### src/rtl/response_packetizer_if.sv
// Handshake bundle for response_packetizer: completion descriptors, payload in, response stream out.
interface response_packetizer_if #(
    parameter int unsigned DATA_WIDTH    = 64,
    parameter int unsigned FUNC_ID_WIDTH = 16,
    parameter int unsigned TOKEN_WIDTH   = 64,
    parameter int unsigned SLOT_ID_WIDTH = 4
);
    logic                     cmp_valid;
    logic                     cmp_ready;
    logic [SLOT_ID_WIDTH-1:0] cmp_slot;
    logic [FUNC_ID_WIDTH-1:0] cmp_func_id;
    logic [TOKEN_WIDTH-1:0]   cmp_token;
    logic [7:0]               cmp_status;
    logic [7:0]               cmp_len;

    logic [DATA_WIDTH-1:0]    s_pl_tdata;
    logic                     s_pl_tvalid;
    logic                     s_pl_tready;

    logic [DATA_WIDTH-1:0]    m_axis_tdata;
    logic                     m_axis_tlast;
    logic                     m_axis_tvalid;
    logic                     m_axis_tready;

    modport master (
        output cmp_valid, cmp_slot, cmp_func_id, cmp_token, cmp_status, cmp_len,
        input  cmp_ready,
        output s_pl_tdata, s_pl_tvalid,
        input  s_pl_tready,
        input  m_axis_tdata, m_axis_tlast, m_axis_tvalid,
        output m_axis_tready
    );

    modport slave (
        input  cmp_valid, cmp_slot, cmp_func_id, cmp_token, cmp_status, cmp_len,
        output cmp_ready,
        input  s_pl_tdata, s_pl_tvalid,
        output s_pl_tready,
        output m_axis_tdata, m_axis_tlast, m_axis_tvalid,
        input  m_axis_tready
    );
endinterface

### src/rtl/response_packetizer.sv
// Turns completion descriptors into AXI-Stream response packets (2 header beats + forwarded payload)
// and releases the slot to the allocator once the final beat is accepted.
module response_packetizer #(
    parameter int unsigned DATA_WIDTH    = 64,
    parameter int unsigned FUNC_ID_WIDTH = 16,
    parameter int unsigned TOKEN_WIDTH   = 64,
    parameter int unsigned SLOT_ID_WIDTH = 4,
    parameter int unsigned FIFO_DEPTH    = 4
) (
    input  logic                     clk,
    input  logic                     rst,
    response_packetizer_if.slave     bus,
    output logic [SLOT_ID_WIDTH-1:0] free_slot_id,
    output logic                     free_en,
    output logic [31:0]              cnt_packets,
    output logic [31:0]              cnt_stalls
);

    localparam int unsigned DESC_W = SLOT_ID_WIDTH + FUNC_ID_WIDTH + TOKEN_WIDTH + 16;
    localparam int unsigned PTR_W  = $clog2(FIFO_DEPTH);
    localparam int unsigned CNT_W  = PTR_W + 1;

    localparam logic [1:0] S_IDLE    = 2'd0;
    localparam logic [1:0] S_HDR0    = 2'd1;
    localparam logic [1:0] S_HDR1    = 2'd2;
    localparam logic [1:0] S_PAYLOAD = 2'd3;

    localparam logic [15:0] HDR_MAGIC = 16'hD15C;

    logic [1:0]               state_q;
    logic [1:0]               state_d;

    logic [DESC_W-1:0]        fifo_mem [FIFO_DEPTH];
    logic [PTR_W-1:0]         wr_ptr_q;
    logic [PTR_W-1:0]         rd_ptr_q;
    logic [CNT_W-1:0]         fifo_cnt_q;
    logic                     fifo_full_c;
    logic                     fifo_empty_c;
    logic                     push_c;
    logic                     pop_c;

    logic [SLOT_ID_WIDTH-1:0] head_slot;
    logic [FUNC_ID_WIDTH-1:0] head_func;
    logic [TOKEN_WIDTH-1:0]   head_token;
    logic [7:0]               head_status;
    logic [7:0]               head_len;

    logic [SLOT_ID_WIDTH-1:0] slot_q;
    logic [TOKEN_WIDTH-1:0]   token_q;
    logic [7:0]               len_q;
    logic [7:0]               beat_cnt_q;

    logic [DATA_WIDTH-1:0]    hdr_tdata_q;
    logic                     hdr_tvalid_q;
    logic                     hdr_tlast_q;

    logic                     beat_hs_c;
    logic                     pl_last_c;
    logic                     done_c;

    // Descriptor FIFO status; a full FIFO refuses a push even when popping the same cycle
    assign fifo_full_c  = (fifo_cnt_q == CNT_W'(FIFO_DEPTH));
    assign fifo_empty_c = (fifo_cnt_q == '0);
    assign bus.cmp_ready = !rst && !fifo_full_c;
    assign push_c       = bus.cmp_valid && bus.cmp_ready;

    assign {head_slot, head_func, head_token, head_status, head_len} = fifo_mem[rd_ptr_q];

    always_ff @(posedge clk) begin
        if (push_c) begin
            fifo_mem[wr_ptr_q] <= {bus.cmp_slot, bus.cmp_func_id, bus.cmp_token,
                                   bus.cmp_status, bus.cmp_len};
        end
    end

    always_ff @(posedge clk) begin
        if (rst) begin
            wr_ptr_q   <= '0;
            rd_ptr_q   <= '0;
            fifo_cnt_q <= '0;
        end else begin
            if (push_c) wr_ptr_q <= wr_ptr_q + PTR_W'(1);
            if (pop_c)  rd_ptr_q <= rd_ptr_q + PTR_W'(1);
            case ({push_c, pop_c})
                2'b10:   fifo_cnt_q <= fifo_cnt_q + CNT_W'(1);
                2'b01:   fifo_cnt_q <= fifo_cnt_q - CNT_W'(1);
                default: fifo_cnt_q <= fifo_cnt_q;
            endcase
        end
    end

    // Header beats come from registers; payload beats are a straight pass-through
    assign pl_last_c = (beat_cnt_q == (len_q - 8'd1));

    always_comb begin
        bus.m_axis_tdata  = hdr_tdata_q;
        bus.m_axis_tvalid = hdr_tvalid_q;
        bus.m_axis_tlast  = hdr_tlast_q;
        bus.s_pl_tready   = 1'b0;
        if (state_q == S_PAYLOAD) begin
            bus.m_axis_tdata  = bus.s_pl_tdata;
            bus.m_axis_tvalid = bus.s_pl_tvalid;
            bus.m_axis_tlast  = pl_last_c;
            bus.s_pl_tready   = bus.m_axis_tready;
        end
    end

    assign beat_hs_c = bus.m_axis_tvalid && bus.m_axis_tready;

    always_ff @(posedge clk) begin
        if (rst) state_q <= S_IDLE;
        else     state_q <= state_d;
    end

    // Next state; a completing packet chains straight into the next header when one is queued
    always_comb begin
        state_d = state_q;
        done_c  = 1'b0;
        case (state_q)
            S_IDLE: begin
                if (!fifo_empty_c) state_d = S_HDR0;
            end
            S_HDR0: begin
                if (beat_hs_c) state_d = S_HDR1;
            end
            S_HDR1: begin
                if (beat_hs_c) begin
                    if (len_q == 8'd0) begin
                        done_c  = 1'b1;
                        state_d = fifo_empty_c ? S_IDLE : S_HDR0;
                    end else begin
                        state_d = S_PAYLOAD;
                    end
                end
            end
            S_PAYLOAD: begin
                if (beat_hs_c && pl_last_c) begin
                    done_c  = 1'b1;
                    state_d = fifo_empty_c ? S_IDLE : S_HDR0;
                end
            end
            default: state_d = S_IDLE;
        endcase
        pop_c = !fifo_empty_c && ((state_q == S_IDLE) || done_c);
    end

    always_ff @(posedge clk) begin
        if (rst) begin
            slot_q       <= '0;
            token_q      <= '0;
            len_q        <= '0;
            beat_cnt_q   <= '0;
            hdr_tdata_q  <= '0;
            hdr_tvalid_q <= 1'b0;
            hdr_tlast_q  <= 1'b0;
        end else if (pop_c) begin
            slot_q       <= head_slot;
            token_q      <= head_token;
            len_q        <= head_len;
            beat_cnt_q   <= '0;
            hdr_tdata_q  <= DATA_WIDTH'({HDR_MAGIC, head_status, 8'(head_slot), 32'(head_func)});
            hdr_tvalid_q <= 1'b1;
            hdr_tlast_q  <= 1'b0;
        end else if ((state_q == S_HDR0) && beat_hs_c) begin
            hdr_tdata_q  <= DATA_WIDTH'(token_q);
            hdr_tlast_q  <= (len_q == 8'd0);
        end else if ((state_q == S_HDR1) && beat_hs_c) begin
            hdr_tvalid_q <= 1'b0;
            hdr_tlast_q  <= 1'b0;
        end else if ((state_q == S_PAYLOAD) && beat_hs_c) begin
            beat_cnt_q   <= beat_cnt_q + 8'd1;
        end
    end

    // Slot release pulse and statistics
    always_ff @(posedge clk) begin
        if (rst) begin
            free_en      <= 1'b0;
            free_slot_id <= '0;
            cnt_packets  <= '0;
            cnt_stalls   <= '0;
        end else begin
            free_en      <= done_c;
            free_slot_id <= done_c ? slot_q : '0;
            if (done_c) cnt_packets <= cnt_packets + 32'd1;
            if (bus.m_axis_tvalid && !bus.m_axis_tready) cnt_stalls <= cnt_stalls + 32'd1;
        end
    end

endmodule

### src/flat_wrapper.sv
// flat-port wrapper written by rule: the top's interface ports become plain ports
module response_packetizer_flat 
#(
    parameter int unsigned DATA_WIDTH    = 64,
    parameter int unsigned FUNC_ID_WIDTH = 16,
    parameter int unsigned TOKEN_WIDTH   = 64,
    parameter int unsigned SLOT_ID_WIDTH = 4,
    parameter int unsigned FIFO_DEPTH    = 4
)
  (clk, rst, free_slot_id, free_en, cnt_packets, cnt_stalls, bus_cmp_valid, bus_cmp_slot, bus_cmp_func_id, bus_cmp_token, bus_cmp_status, bus_cmp_len, bus_cmp_ready, bus_s_pl_tdata, bus_s_pl_tvalid, bus_s_pl_tready, bus_m_axis_tdata, bus_m_axis_tlast, bus_m_axis_tvalid, bus_m_axis_tready);
  response_packetizer_if #(.DATA_WIDTH(DATA_WIDTH), .FUNC_ID_WIDTH(FUNC_ID_WIDTH), .TOKEN_WIDTH(TOKEN_WIDTH), .SLOT_ID_WIDTH(SLOT_ID_WIDTH)) bus_i ();
  input  logic clk;
  input  logic rst;
  output logic [SLOT_ID_WIDTH-1:0] free_slot_id;
  output logic free_en;
  output logic [31:0] cnt_packets;
  output logic [31:0] cnt_stalls;
  input wire logic [$bits(bus_i.cmp_valid)-1:0] bus_cmp_valid;
  input wire logic [$bits(bus_i.cmp_slot)-1:0] bus_cmp_slot;
  input wire logic [$bits(bus_i.cmp_func_id)-1:0] bus_cmp_func_id;
  input wire logic [$bits(bus_i.cmp_token)-1:0] bus_cmp_token;
  input wire logic [$bits(bus_i.cmp_status)-1:0] bus_cmp_status;
  input wire logic [$bits(bus_i.cmp_len)-1:0] bus_cmp_len;
  output wire logic [$bits(bus_i.cmp_ready)-1:0] bus_cmp_ready;
  input wire logic [$bits(bus_i.s_pl_tdata)-1:0] bus_s_pl_tdata;
  input wire logic [$bits(bus_i.s_pl_tvalid)-1:0] bus_s_pl_tvalid;
  output wire logic [$bits(bus_i.s_pl_tready)-1:0] bus_s_pl_tready;
  output wire logic [$bits(bus_i.m_axis_tdata)-1:0] bus_m_axis_tdata;
  output wire logic [$bits(bus_i.m_axis_tlast)-1:0] bus_m_axis_tlast;
  output wire logic [$bits(bus_i.m_axis_tvalid)-1:0] bus_m_axis_tvalid;
  input wire logic [$bits(bus_i.m_axis_tready)-1:0] bus_m_axis_tready;
  assign bus_i.cmp_valid = bus_cmp_valid;
  assign bus_i.cmp_slot = bus_cmp_slot;
  assign bus_i.cmp_func_id = bus_cmp_func_id;
  assign bus_i.cmp_token = bus_cmp_token;
  assign bus_i.cmp_status = bus_cmp_status;
  assign bus_i.cmp_len = bus_cmp_len;
  assign bus_cmp_ready = bus_i.cmp_ready;
  assign bus_i.s_pl_tdata = bus_s_pl_tdata;
  assign bus_i.s_pl_tvalid = bus_s_pl_tvalid;
  assign bus_s_pl_tready = bus_i.s_pl_tready;
  assign bus_m_axis_tdata = bus_i.m_axis_tdata;
  assign bus_m_axis_tlast = bus_i.m_axis_tlast;
  assign bus_m_axis_tvalid = bus_i.m_axis_tvalid;
  assign bus_i.m_axis_tready = bus_m_axis_tready;
  response_packetizer #(.DATA_WIDTH(DATA_WIDTH), .FUNC_ID_WIDTH(FUNC_ID_WIDTH), .TOKEN_WIDTH(TOKEN_WIDTH), .SLOT_ID_WIDTH(SLOT_ID_WIDTH), .FIFO_DEPTH(FIFO_DEPTH)) u_core (.clk(clk), .rst(rst), .bus(bus_i), .free_slot_id(free_slot_id), .free_en(free_en), .cnt_packets(cnt_packets), .cnt_stalls(cnt_stalls));
endmodule
### config.mk
export PLATFORM = sky130hd
export DESIGN_NAME = response_packetizer_flat
export DESIGN_NICKNAME = d
export VERILOG_FILES = /design/src/rtl/response_packetizer_if.sv /design/src/rtl/response_packetizer.sv /design/src/flat_wrapper.sv
export SDC_FILE = /design/constraint.sdc
export NUM_CORES = 1
export LEC_CHECK = 0
export CAP_MARGIN = 20
export CELL_PAD_IN_SITES_DETAIL_PLACEMENT = 1
export CELL_PAD_IN_SITES_GLOBAL_PLACEMENT = 2
export CORE_MARGIN = 1
export CORE_UTILIZATION = 35
export DETAILED_ROUTE_END_ITERATION = 16
export PLACE_DENSITY_LB_ADDON = 0.1
export SLEW_MARGIN = 20
export SYNTH_ARGS = -nofsm -noshare
export SYNTH_HDL_FRONTEND = slang
export SYNTH_SLANG_ARGS = --single-unit
export TNS_END_PERCENT = 1
### constraint.sdc
create_clock -name clk -period 9.5 [get_ports clk]
set_clock_uncertainty 0.1 [all_clocks]
set_input_delay 1.9 -clock clk [delete_from_list [all_inputs] [get_ports clk]]
set_output_delay 1.9 -clock clk [all_outputs]
set_load 0.03 [all_outputs]
### Word level (Yosys, flattened, before mapping)

Memory sizes are Yosys's and may differ from the RTL's. A register that Yosys moved wholly into a read port is not among the register bits.
Index checks and enable logic that the tools add are counted.

| operators by class | value |
|---|---|
| add/sub/neg operators | 8 |
| equal/unequal tests | 12 |
| mux-type cells | 26 |
| bitwise logic cells | 3 |
| reductions and logical operators | 26 |

Operator list:

| operator | count |
|---|---|
| $mux 64 | 3 |
| $add 32x1->32 const B | 2 |
| $mux 2 | 7 |
| $mux 1 | 13 |
| $logic_and 1x1->1 | 9 |
| $add 8x1->8 const B | 1 |
| $eq 8x8->1 | 1 |
| $logic_not 8->1 | 1 |
| $pmux 2 s4 | 1 |
| $reduce_bool 2->1 | 4 |
| $sub 8x1->8 const B | 1 |
| $eq 2x2->1 const B | 3 |
| $ne 2x1->1 const B | 3 |
| $pmux 3 s2 | 1 |
| $add 2x1->2 const B | 2 |
| $eq 2x1->1 const B | 2 |
| $logic_not 1->1 | 4 |
| $ne 2x2->1 const B | 2 |
| $reduce_and 4->1 | 1 |
| $reduce_or 2->1 | 2 |
| $add 3x1->3 const B | 1 |
| $eq 3x3->1 const B | 1 |
| $logic_not 3->1 | 1 |
| $not 1->1 | 3 |
| other kinds (6) | 6 |

| storage, ports and cells | value |
|---|---|
| register bits | 228 |
| memory bits (writable) | 400 |
| bits of input ports | 169 |
| output and inout bits | 137 |
| logic and storage cells | 92 |
| memories kept | 1 |

Memory list:

| name | depth | bits a word | read ports | clocked after memory_dff | wr ports | line | RTL |
|---|---|---|---|---|---|---|---|
| u_core.fifo_mem | 4 | 100 | 1 | 1 | 1 | response_packetizer.sv:33 | `logic [DESC_W-1:0] fifo_mem [FIFO_DEPTH];` |

### Logic depth before layout (Yosys ltp)

Gate-level depths: netlist (run 1).

| logic depth | value |
|---|---|
| word-level depth | 10 |
| mapped depth | 18 |
| mapped depth without buffers | 14 |

### Worst setup path before layout (run 1)

No wires, ideal clock.

| timing | value |
|---|---|
| path type | input -> register |
| start | input port rst |
| end | memory u_core.fifo_mem[0][0] in the netlist's numbering, enable pin |
| library setup time | 471 ps |
| arrival time | 5214 ps |
| data required time | 8929 ps |
| setup slack | 3715 ps |
| stages | 3 |
| buffers on the path | 1 |
| cells stage by stage | clkbuf_1 a31oi_1 and3_1 |

| between the ends | value |
|---|---|
| longest elaborated chain between the ends | 5 |

RTL lines:

| item | line | RTL |
|---|---|---|
| from (decl) | flat_wrapper.sv:13 | `input logic rst;` |
| $logic_not 1->1 | response_packetizer.sv:64 | `assign bus.cmp_ready = !rst && !fifo_full_c;` |
| $logic_and 1x1->1 | response_packetizer.sv:64 |  |
| named net bus_cmp_ready | flat_wrapper.sv:24 | `output wire logic [$bits(bus_i.cmp_ready)-1:0] bus_cmp_ready;` |
| $logic_and 1x1->1 | response_packetizer.sv:65 | `assign push_c = bus.cmp_valid && bus.cmp_ready;` |
| $mux 1 | response_packetizer.sv:70 | `if (push_c) begin` |
| $mux 1 (implied by the code) | response_packetizer.sv:71 | `fifo_mem[wr_ptr_q] <= {bus.cmp_slot, bus.cmp_func_id, bus.cmp_token,` |
| to (decl) | response_packetizer.sv:33 |  |

The timed path passes the listed nets, and every way through them passes these cells.

### Final worst setup path (run 1)

| timing | value |
|---|---|
| start | register u_core.len_q[0] |
| end | output port bus_m_axis_tlast |

| between the ends | value |
|---|---|
| longest elaborated chain between the ends | 3 |

RTL lines:

| item | line | RTL |
|---|---|---|
| from (decl) | response_packetizer.sv:50 | `logic [7:0] len_q;` |
| from (signal assigned) | response_packetizer.sv:159 | `len_q <= head_len;` |
| $sub 8x1->8 | response_packetizer.sv:93 | `assign pl_last_c = (beat_cnt_q == (len_q - 8'd1));` |
| $eq 8x8->1 | response_packetizer.sv:93 |  |
| $mux 1 | response_packetizer.sv:100 | `if (state_q == S_PAYLOAD) begin` |
| to (decl) | flat_wrapper.sv:29 | `output wire logic [$bits(bus_i.m_axis_tlast)-1:0] bus_m_axis_tlast;` |

Every way passes these cells.

==> results of run 1 <==
cells by family (layout without fill, tap and decap cells):
family / after synthesis / after routing / share of synthesized area
buffers and inverters: 126 / 468 / 0.02162
DFF: 630 / 630 / 0.6692
other: 0 / 1 / 0
AOI/OAI and AO/OA: 215 / 215 / 0.04999
xor gates and xnor gates: 48 / 48 / 0.01693
muxes: 177 / 177 / 0.1255
adders and majority gates: 10 / 10 / 0.005342
and+or+nand+nor: 634 / 634 / 0.1115
worst max-delay path: cells and delay by family (launching register included):
family | cells | cell delay, ns
flip-flops | 1 | 0.42
buffers and inverters | 2 | 0.82
adder cells (fa/ha/maj) | 1 | 0.38
AO/OA/AOI/OAI | 3 | 0.78
AND/OR/NAND/NOR | 2 | 0.62
per-layer routing:
metal	vias up	wire length, microns	GRT usage
li1	7309	-	-
met4	20	963	0.04515
met5	-	135	0
met3	82	3158	0.03821
met1	8052	28900	0.2368
met2	294	32530	0.3137
cell type report:
cell class / instances / area share
tap: 940 / 0.03785
inverter: 15 / 0.001893
clock buffer: 99 / 0.06318
multi-input combinational: 1084 / 0.2487
antenna: 1 / 0.00008054
clock inverter: 31 / 0.009987
timing repair buffer: 323 / 0.1033
sequential: 630 / 0.5350
worst paths after layout:
| kind | start | cells past startpoint | to | slack (ns) |
|---|---|---|---|---|
| worst min-delay path | u_core.slot_q[0] | 2 | u_core.slot_q[0] | 0.35 |
| worst max-delay path | u_core.len_q[0] | 8 | bus_m_axis_tlast | 3.90 |
| worst max register to register | u_core.len_q[0] | 15 | u_core.fifo_cnt_q[2] | 4.77 |
| worst min register to register | u_core.slot_q[0] | 2 | u_core.slot_q[0] | 0.35 |
flip-flops by register name, summed over array words and instances, names as in the netlist, 3 cells and up, named ones only:
register	flops
u_core.token_q	64
u_core.fifo_mem	400
u_core.hdr_tdata_q	64
u_core.cnt_packets	32
u_core.slot_q	4
u_core.len_q	8
u_core.cnt_stalls	32
u_core.beat_cnt_q	8
u_core.free_slot_id	4
u_core.fifo_cnt_q	3
cells in the final DEF (no fill, tap or decap), types with 6 or more instances in the layout:
cell,Yosys,layout
mux2_2,72,72
or3_1,7,7
or2_2,11,10
clkdlybuf4s50_1,0,304
nor4_1,7,7
a21oi_1,147,147
edfxtp_1,400,400
o311ai_1,8,8
mux4_2,100,100
xor2_1,27,27
o41ai_1,8,8
and2_1,8,7
o21ai_0,13,13
buf_4,9,17
clkinv_1,1,8
clkbuf_8,0,6
nand3_1,32,32
xnor2_1,21,21
inv_1,13,13
or4_1,14,14
dfxtp_1,230,228
ha_1,9,9
nand2_1,414,413
and3_1,20,16
o211ai_1,10,10
nand4_1,14,14
nor3_1,9,9
a31oi_1,10,10
clkbuf_16,0,72
nor2b_1,12,12
clkbuf_1,87,21
nor2_1,71,69
clkinv_2,0,10
report_power, final:
group / internal (mW) / switching [mW] / total [mW]
combinational: 0.724 / 1.04 / 1.76
clock: 1.59 / 1.08 / 2.67
sequential: 3.22 / 0.220 / 3.44
total: 5.53 / 2.34 / 7.87
stage by stage:
step	hold slack, ns	util	instances
floorplan	0.3319	-	1840
global placement	0.3418	0.4101	2991
detailed placement	0.3463	0.4105	2992
CTS	0.3531	0.4429	3122
global route	0.3729	0.4429	3122
finish	0.3494	0.4429	3123
==> results.toml, run 1 <==
[run_status]
outcome = "complete, no violations"

[clocking]
root_buffer = "clkbuf_16"
htreeDepth = 3
clk_pin_slew_ns = 0.06
cts_resized = 0
hold_buffers = 0
clk_path_buf_depth = 3
worst_skew_pair.late_latency_ns = 0.59
cts_sinks = 630
cts_tree = "yes"
cts_buffers = 71
post_cts_buffers = 0

[sta]
finalHoldViolCount = 0
setup_tns_ns = 0
period_share = 0.5899
fmax_ghz = 0.1784
slew_violations = 0
fin_ws_ns = 3.896
setup_viol = 0
rsz0062_at_grt = "no"
slew_headroom = 0.2984
fin_crit_ns = 5.604
worstMarginPinSlew_ns = 1.052

[place]
place_area_sq_um = 28790
portBuffers = 305
dp_hpwl_microns = 39370
dp_slack_ns = 3.260
routabilityCongestion = 0.7683

[global_route]
antenna_found_initial = 12
overflow = 0
track_usage = 0.1833
grt_max_degree = 73
grt_pass1_vias = 16480
grt_pass1_wl_microns = 99820

[logic_synthesis]
synth-seq-cells = 630
avgSynthCellArea_sq_um = 13.49
synth.top_cell.area_share = 0.4837
synth_top_flop_cell = "edfxtp_1"
synth_warnings = 0
synth_area_leaders = "edfxtp_1 (48%), dfxtp_1 (19%), mux4_2 (9.1%), nand2_1 (6.3%), mux2_2 (3.3%)"
yosysUniqueCellTypes = 59
synth_edf_count = 400
synth_largest_area_cell = "edfxtp_1"
synth_nets = 2019
synthCells = 1840
yosysMostFrequentCell = "nand2_1"
synth_area_sq_um = 24830
ys_async_sr_fraction = 0
ys_seq_area_frac = 0.6692
synth_commonest_cells = "nand2_1 (414), edfxtp_1 (400), dfxtp_1 (230)"

[drt]
wirelength_microns = 65690
viasPerCell = 5.045
drt_iter0_markers = 781
drc = 0
routedWlPerCell_microns = 21.03
ant_nets = 0
first_pass_iters = 5
vias = 15760

[power_and_ir_drop]
p_leak_nw = 10.29
finalPower_mw = 7.866
vdd.ir_drop.worst_mv = 0.1505
p_per_area_nw_per_um2 = 253.2

[cells_and_area]
multi_input_area_sq_um = 7726
syn2layout_area_growth_pct = 25.13
final_nets = 2304
regArea_sq_um = 16620
design_area_sq_um = 31070
fill_cells = 7185
drive_above_1_share = 0.1489

[setup_path]
crit_path_top_delay_cell = "clkdlybuf4s50_1"
path_max_fanout = 10
worstPathRequired_ns = 7.50
worstPathCellList = "inv_1, ha_1, or3b_2, a211oi_1, o221a_2, nand3_1, o21ai_0, clkdlybuf4s50_1"
arrival_ns = 3.60
worst-setup-path-type = "register to output pin"
cp-end-kind = "output pin"
cp-start-kind = "register"
slowest_delay_ns = 0.72

[die]
start_util = 0.3540
io_pins = 306
die_y_microns = 268.4
die_w_microns = 268.4
dieArea_sq_um = 72010
core_sq_um = 70150
rows = 97

[min_path]
hold_path.class = "register to register"

[run]
drv_cap = 0
Note: power is estimated with default switching activity, not from simulation.
==> inputs of run 2 (changes only) <==
==> constraint.sdc (replaced) <==
create_clock -name clk -period 5.2 [get_ports clk]
set_clock_uncertainty 0.1 [all_clocks]
set_input_delay 1.04 -clock clk [delete_from_list [all_inputs] [get_ports clk]]
set_output_delay 1.04 -clock clk [all_outputs]
set_load 0.03 [all_outputs]
==> run 2 against run 1 <==
  * Non-clock buffer count increased by 4
  * Clock power increased by 100%
  * Core utilization increased by 0.52 points
  * Final cell count increased by 0.32%
  * Worst setup slack got worse by 3.5 ns
  * Sequential power increased by 83%
  * Critical path depth unchanged
  * Critical path type unchanged
  * Largest power group unchanged
==> results.toml, run 2 (synthesis results as in run 1) <==
[drt]
wirelength_microns = 65390
drc = 0
first_pass_iters = 5
vias = 15780
ant_nets = 0
viasPerCell = 5.037
drt_iter0_markers = 671
routedWlPerCell_microns = 20.87

[cells_and_area]
final_cell_mix = "nand2_1 (413), edfxtp_1 (400), clkdlybuf4s50_1 (304)"
final_nets = 2310
drive_above_1_share = 0.1558
largest_reg_flops = 400
top_register = "u_core.fifo_mem"
syn2layout_area_growth_pct = 26.59
fill_cells = 7221
layout_commonest_cell = "nand2_1"
reg_top3 = "u_core.fifo_mem (400), u_core.hdr_tdata_q (64), u_core.token_q (64)"

[setup_path]
cp-startpoint = "u_core.len_q[0]"
arrival_ns = 3.66
path_max_fanout = 10
cp-end-kind = "output pin"
cp-start-kind = "register"
r2r_start = "u_core.len_q[0]"
worstPathRequired_ns = 4.06
worst-setup-path-type = "register to output pin"
r2r_cells = 14

[clocking]
hold_buffers = 0
htreeDepth = 3
clk_pin_slew_ns = 0.06
worst_skew_pair.late_latency_ns = 0.60
cts_resized = 0
cts_tree = "yes"
clk_path_buf_depth = 3
post_cts_buffers = 0
root_buffer = "clkbuf_16"
cts_sinks = 630
cts_buffers = 73

[place]
portBuffers = 305
routabilityCongestion = 0.7498
dp_hpwl_microns = 39370

[global_route]
track_usage = 0.1829
grt_pass1_wl_microns = 99910
antenna_found_initial = 14
grt_max_degree = 102
overflow = 0
grt_pass1_vias = 16790

[power_and_ir_drop]
vdd.ir_drop.worst_mv = 0.3768
p_per_area_nw_per_um2 = 472.1
p_leak_nw = 10.44
finalPower_mw = 14.84

[run]
drv_cap = 0

[sta]
slew_headroom = 0.3030
rsz0062_at_grt = "no"
finalHoldViolCount = 0
fin_crit_ns = 4.805
period_share = 0.9240
setup_viol = 0
setup_tns_ns = 0
worstMarginPinSlew_ns = 1.046
slew_violations = 0
fmax_ghz = 0.2081

[min_path]
hold_path.class = "register to register"
holdCritStartpoint = "u_core.token_q[28]"
whs_path_depth = 2

[die]
rows = 97
dieArea_sq_um = 72010
die_y_microns = 268.4
io_pins = 306
core_sq_um = 70150
start_util = 0.3540
die_w_microns = 268.4

[run_status]
outcome = "complete, no violations"
## run 2: cell types whose count changed in the layout (fill, tap and decap cells not counted), sizes merged
cell      before  now
clkbuf        99   94
bufinv         5   12
clkinvlp       2    5
buf           19   23
clkinv        21   19
diode          1    4
## run 2: area by class of cell
type | instances | area, sq um | area share
antenna | 4 | 10.01 | 0.0003185
clock buffer | 94 | 1956 | 0.06222
clock inverter | 39 | 556.8 | 0.01771
inverter | 15 | 58.81 | 0.001871
multi-input combinational | 1084 | 7731 | 0.2460
sequential | 630 | 16620 | 0.5289
tap | 940 | 1176 | 0.03742
timing repair buffer | 327 | 3319 | 0.1056
## run 2: path summary, 6_finish.rpt
check | endpoint | slack [ns]
max | bus_m_axis_tlast | 0.40
min | u_core.hdr_tdata_q[28] | 0.35
max reg2reg | u_core.fifo_cnt_q[2] | 1.26
min reg2reg | u_core.hdr_tdata_q[28] | 0.35
## run 2: critical path, stage by stage, from the launching register on
cell and delay (ns):
dfxtp_1 0.41, inv_1 0.10, ha_1 0.38, or3b_2 0.49, a211oi_1 0.31, o221a_2 0.25
nand3_1 0.13, o21ai_0 0.27, clkdlybuf4s50_1 0.74
## run 2: metrics by stage
stage            util  setup WS, ns  instances  area [sq um]  hold WS (ns)
5_1_grt        0.4480        0.2245       3131         31430        0.3684
4_1_cts        0.4479        0.3676       3129         31420        0.3549
2_1_floorplan       -        0.2749       1840         24830        0.3319
3_3_place_gp   0.4120        0.7979       2996         28900        0.3406
6_report       0.4481        0.3954       3133         31430        0.3514
3_5_place_dp   0.4121        0.6387       2996         28910        0.3469
## run 2: where the power goes
group          switching, mW  internal (mW)
clock                   2.07           3.28
combinational           1.85           1.36
sequential             0.411           5.88
## run 2: routing by layer
layer  GRT usage  up-vias  routed length, microns
met4     0.05160       20                    1295
met3     0.04004      107                    3235
met1      0.2302     8033                   28550
met5           0        -                     135
met2      0.3155      283                   32180
li1            -     7339                       -
==> inputs of run 3 (changes only) <==
--- a/config.mk
+++ b/config.mk
@@ -11,7 +11,7 @@
 export CORE_MARGIN = 1
 export CORE_UTILIZATION = 35
 export DETAILED_ROUTE_END_ITERATION = 16
-export PLACE_DENSITY_LB_ADDON = 0.1
+export PLACE_DENSITY_LB_ADDON = 0.3
 export SLEW_MARGIN = 20
 export SYNTH_ARGS = -nofsm -noshare
 export SYNTH_HDL_FRONTEND = slang
==> run 3 against run 2 <==
  * Combinational power about the same
  * Via count about the same
  * First-iteration DRC count increased by 18%
  * Global-route usage increased by 0.10 points
  * Non-clock buffer count unchanged
  * Critical endpoint unchanged
  * Maximum frequency increased by 0.50%
  * Critical path depth unchanged
  * Die area unchanged
  * Core utilization decreased by 0.39 points
  * Sequential power about the same
  * Power decreased by 3.3%
==> results.toml, run 3 (synthesis results as in run 1) <==
[clocking]
root_buffer = "clkbuf_16"
cts_tree = "yes"
hold_buffers = 0
worst_skew_pair.late_latency_ns = 0.61
htreeDepth = 3
post_cts_buffers = 0
cts_sinks = 630
clk_path_buf_depth = 3
cts_buffers = 70
clk_pin_slew_ns = 0.06
cts_resized = 0

[die]
io_pins = 306
die_w_microns = 268.4
start_util = 0.3540
core_sq_um = 70150
rows = 97
die_y_microns = 268.4
dieArea_sq_um = 72010

[drt]
drt_iter0_markers = 792
wirelength_microns = 65750
ant_nets = 0
vias = 15770
drc = 0
first_pass_iters = 5
viasPerCell = 5.040
routedWlPerCell_microns = 21.01

[global_route]
grt_pass1_vias = 16660
grt_pass1_wl_microns = 99870
overflow = 0
track_usage = 0.1839
grt_max_degree = 178
antenna_found_initial = 12

[power_and_ir_drop]
finalPower_mw = 14.35
p_per_area_nw_per_um2 = 460.6
vdd.ir_drop.worst_mv = 0.3511
p_leak_nw = 10.30

[place]
placed_cells = 2996
dp_hpwl_microns = 39410
portBuffers = 305
routabilityCongestion = 0.7349
dp_slack_ns = 0.6308
place_area_sq_um = 28920

[setup_path]
worstPathRequired_ns = 4.06
cp-start-kind = "register"
cp-end-kind = "output pin"
arrival_ns = 3.64
worst-setup-path-type = "register to output pin"
path_max_fanout = 10

[cells_and_area]
layout_commonest_cell = "nand2_1"
reg_top3 = "u_core.fifo_mem (400), u_core.hdr_tdata_q (64), u_core.token_q (64)"
final_cell_mix = "nand2_1 (413), edfxtp_1 (400), clkdlybuf4s50_1 (304)"
final_nets = 2307
top_register = "u_core.fifo_mem"
final_cells = 3129
drive_above_1_share = 0.1465
design_area_sq_um = 31160
largest_reg_flops = 400
syn2layout_area_growth_pct = 25.50

[sta]
rsz0062_at_grt = "no"
period_share = 0.9193
setup_viol = 0
fmax_ghz = 0.2092
slew_headroom = 0.3004
fin_crit_ns = 4.781
worstMarginPinSlew_ns = 1.049
slew_violations = 0
fin_ws_ns = 0.4194
setup_tns_ns = 0
finalHoldViolCount = 0

[min_path]
hold_path.class = "register to register"

[run]
drv_cap = 0

[run_status]
outcome = "complete, no violations"
run 3: report_power, final:
part / internal, mW / switching, mW
sequential: 5.87 / 0.433
combinational: 1.35 / 1.87
clock: 2.79 / 2.04
total: 10.0 / 4.34
run 3: final cells by class:
cell class | count | area (sq um)
antenna | 5 | 12.51
tap | 940 | 1176
inverter | 15 | 58.81
multi-input combinational | 1084 | 7726
sequential | 630 | 16620
clock buffer | 101 | 1949
fill | 7231 | 38990
clock inverter | 27 | 282.8
timing repair buffer | 327 | 3332
run 3: layer usage:
layer / track usage / wire length [microns] / part of all wire
met2: 0.3155 / 32370 / 0.49
met5: 0 / 47 / 0.00071
met1: 0.2336 / 28800 / 0.44
met4: 0.05098 / 1345 / 0.020
met3: 0.04004 / 3186 / 0.048
run 3: worst paths after layout:
check | startpoint | to | slack [ns] | cells after the start
worst max-delay path | u_core.len_q[0] | bus_m_axis_tlast | 0.42 | 8
worst min-delay path | u_core.slot_q[2] | u_core.slot_q[2] | 0.35 | 2
worst max register to register | u_core.len_q[0] | u_core.fifo_cnt_q[2] | 1.40 | 14
worst min register to register | u_core.slot_q[2] | u_core.slot_q[2] | 0.35 | 2
run 3: worst max-delay path: stages, from the launching register on:
cell and delay (ns):
dfxtp_1 0.39, inv_1 0.10, ha_1 0.38, or3b_2 0.48, a211oi_1 0.32, o221a_2 0.26, nand3_1 0.15, o21ai_0 0.24
clkdlybuf4s50_1 0.72
run 3: metrics by stage:
step	hold slack (ns)	util
global placement	0.3381	0.4122
global route	0.3729	0.4441
finish	0.3519	0.4442
floorplan	0.3319	-
CTS	0.3529	0.4440
detailed placement	0.3454	0.4122
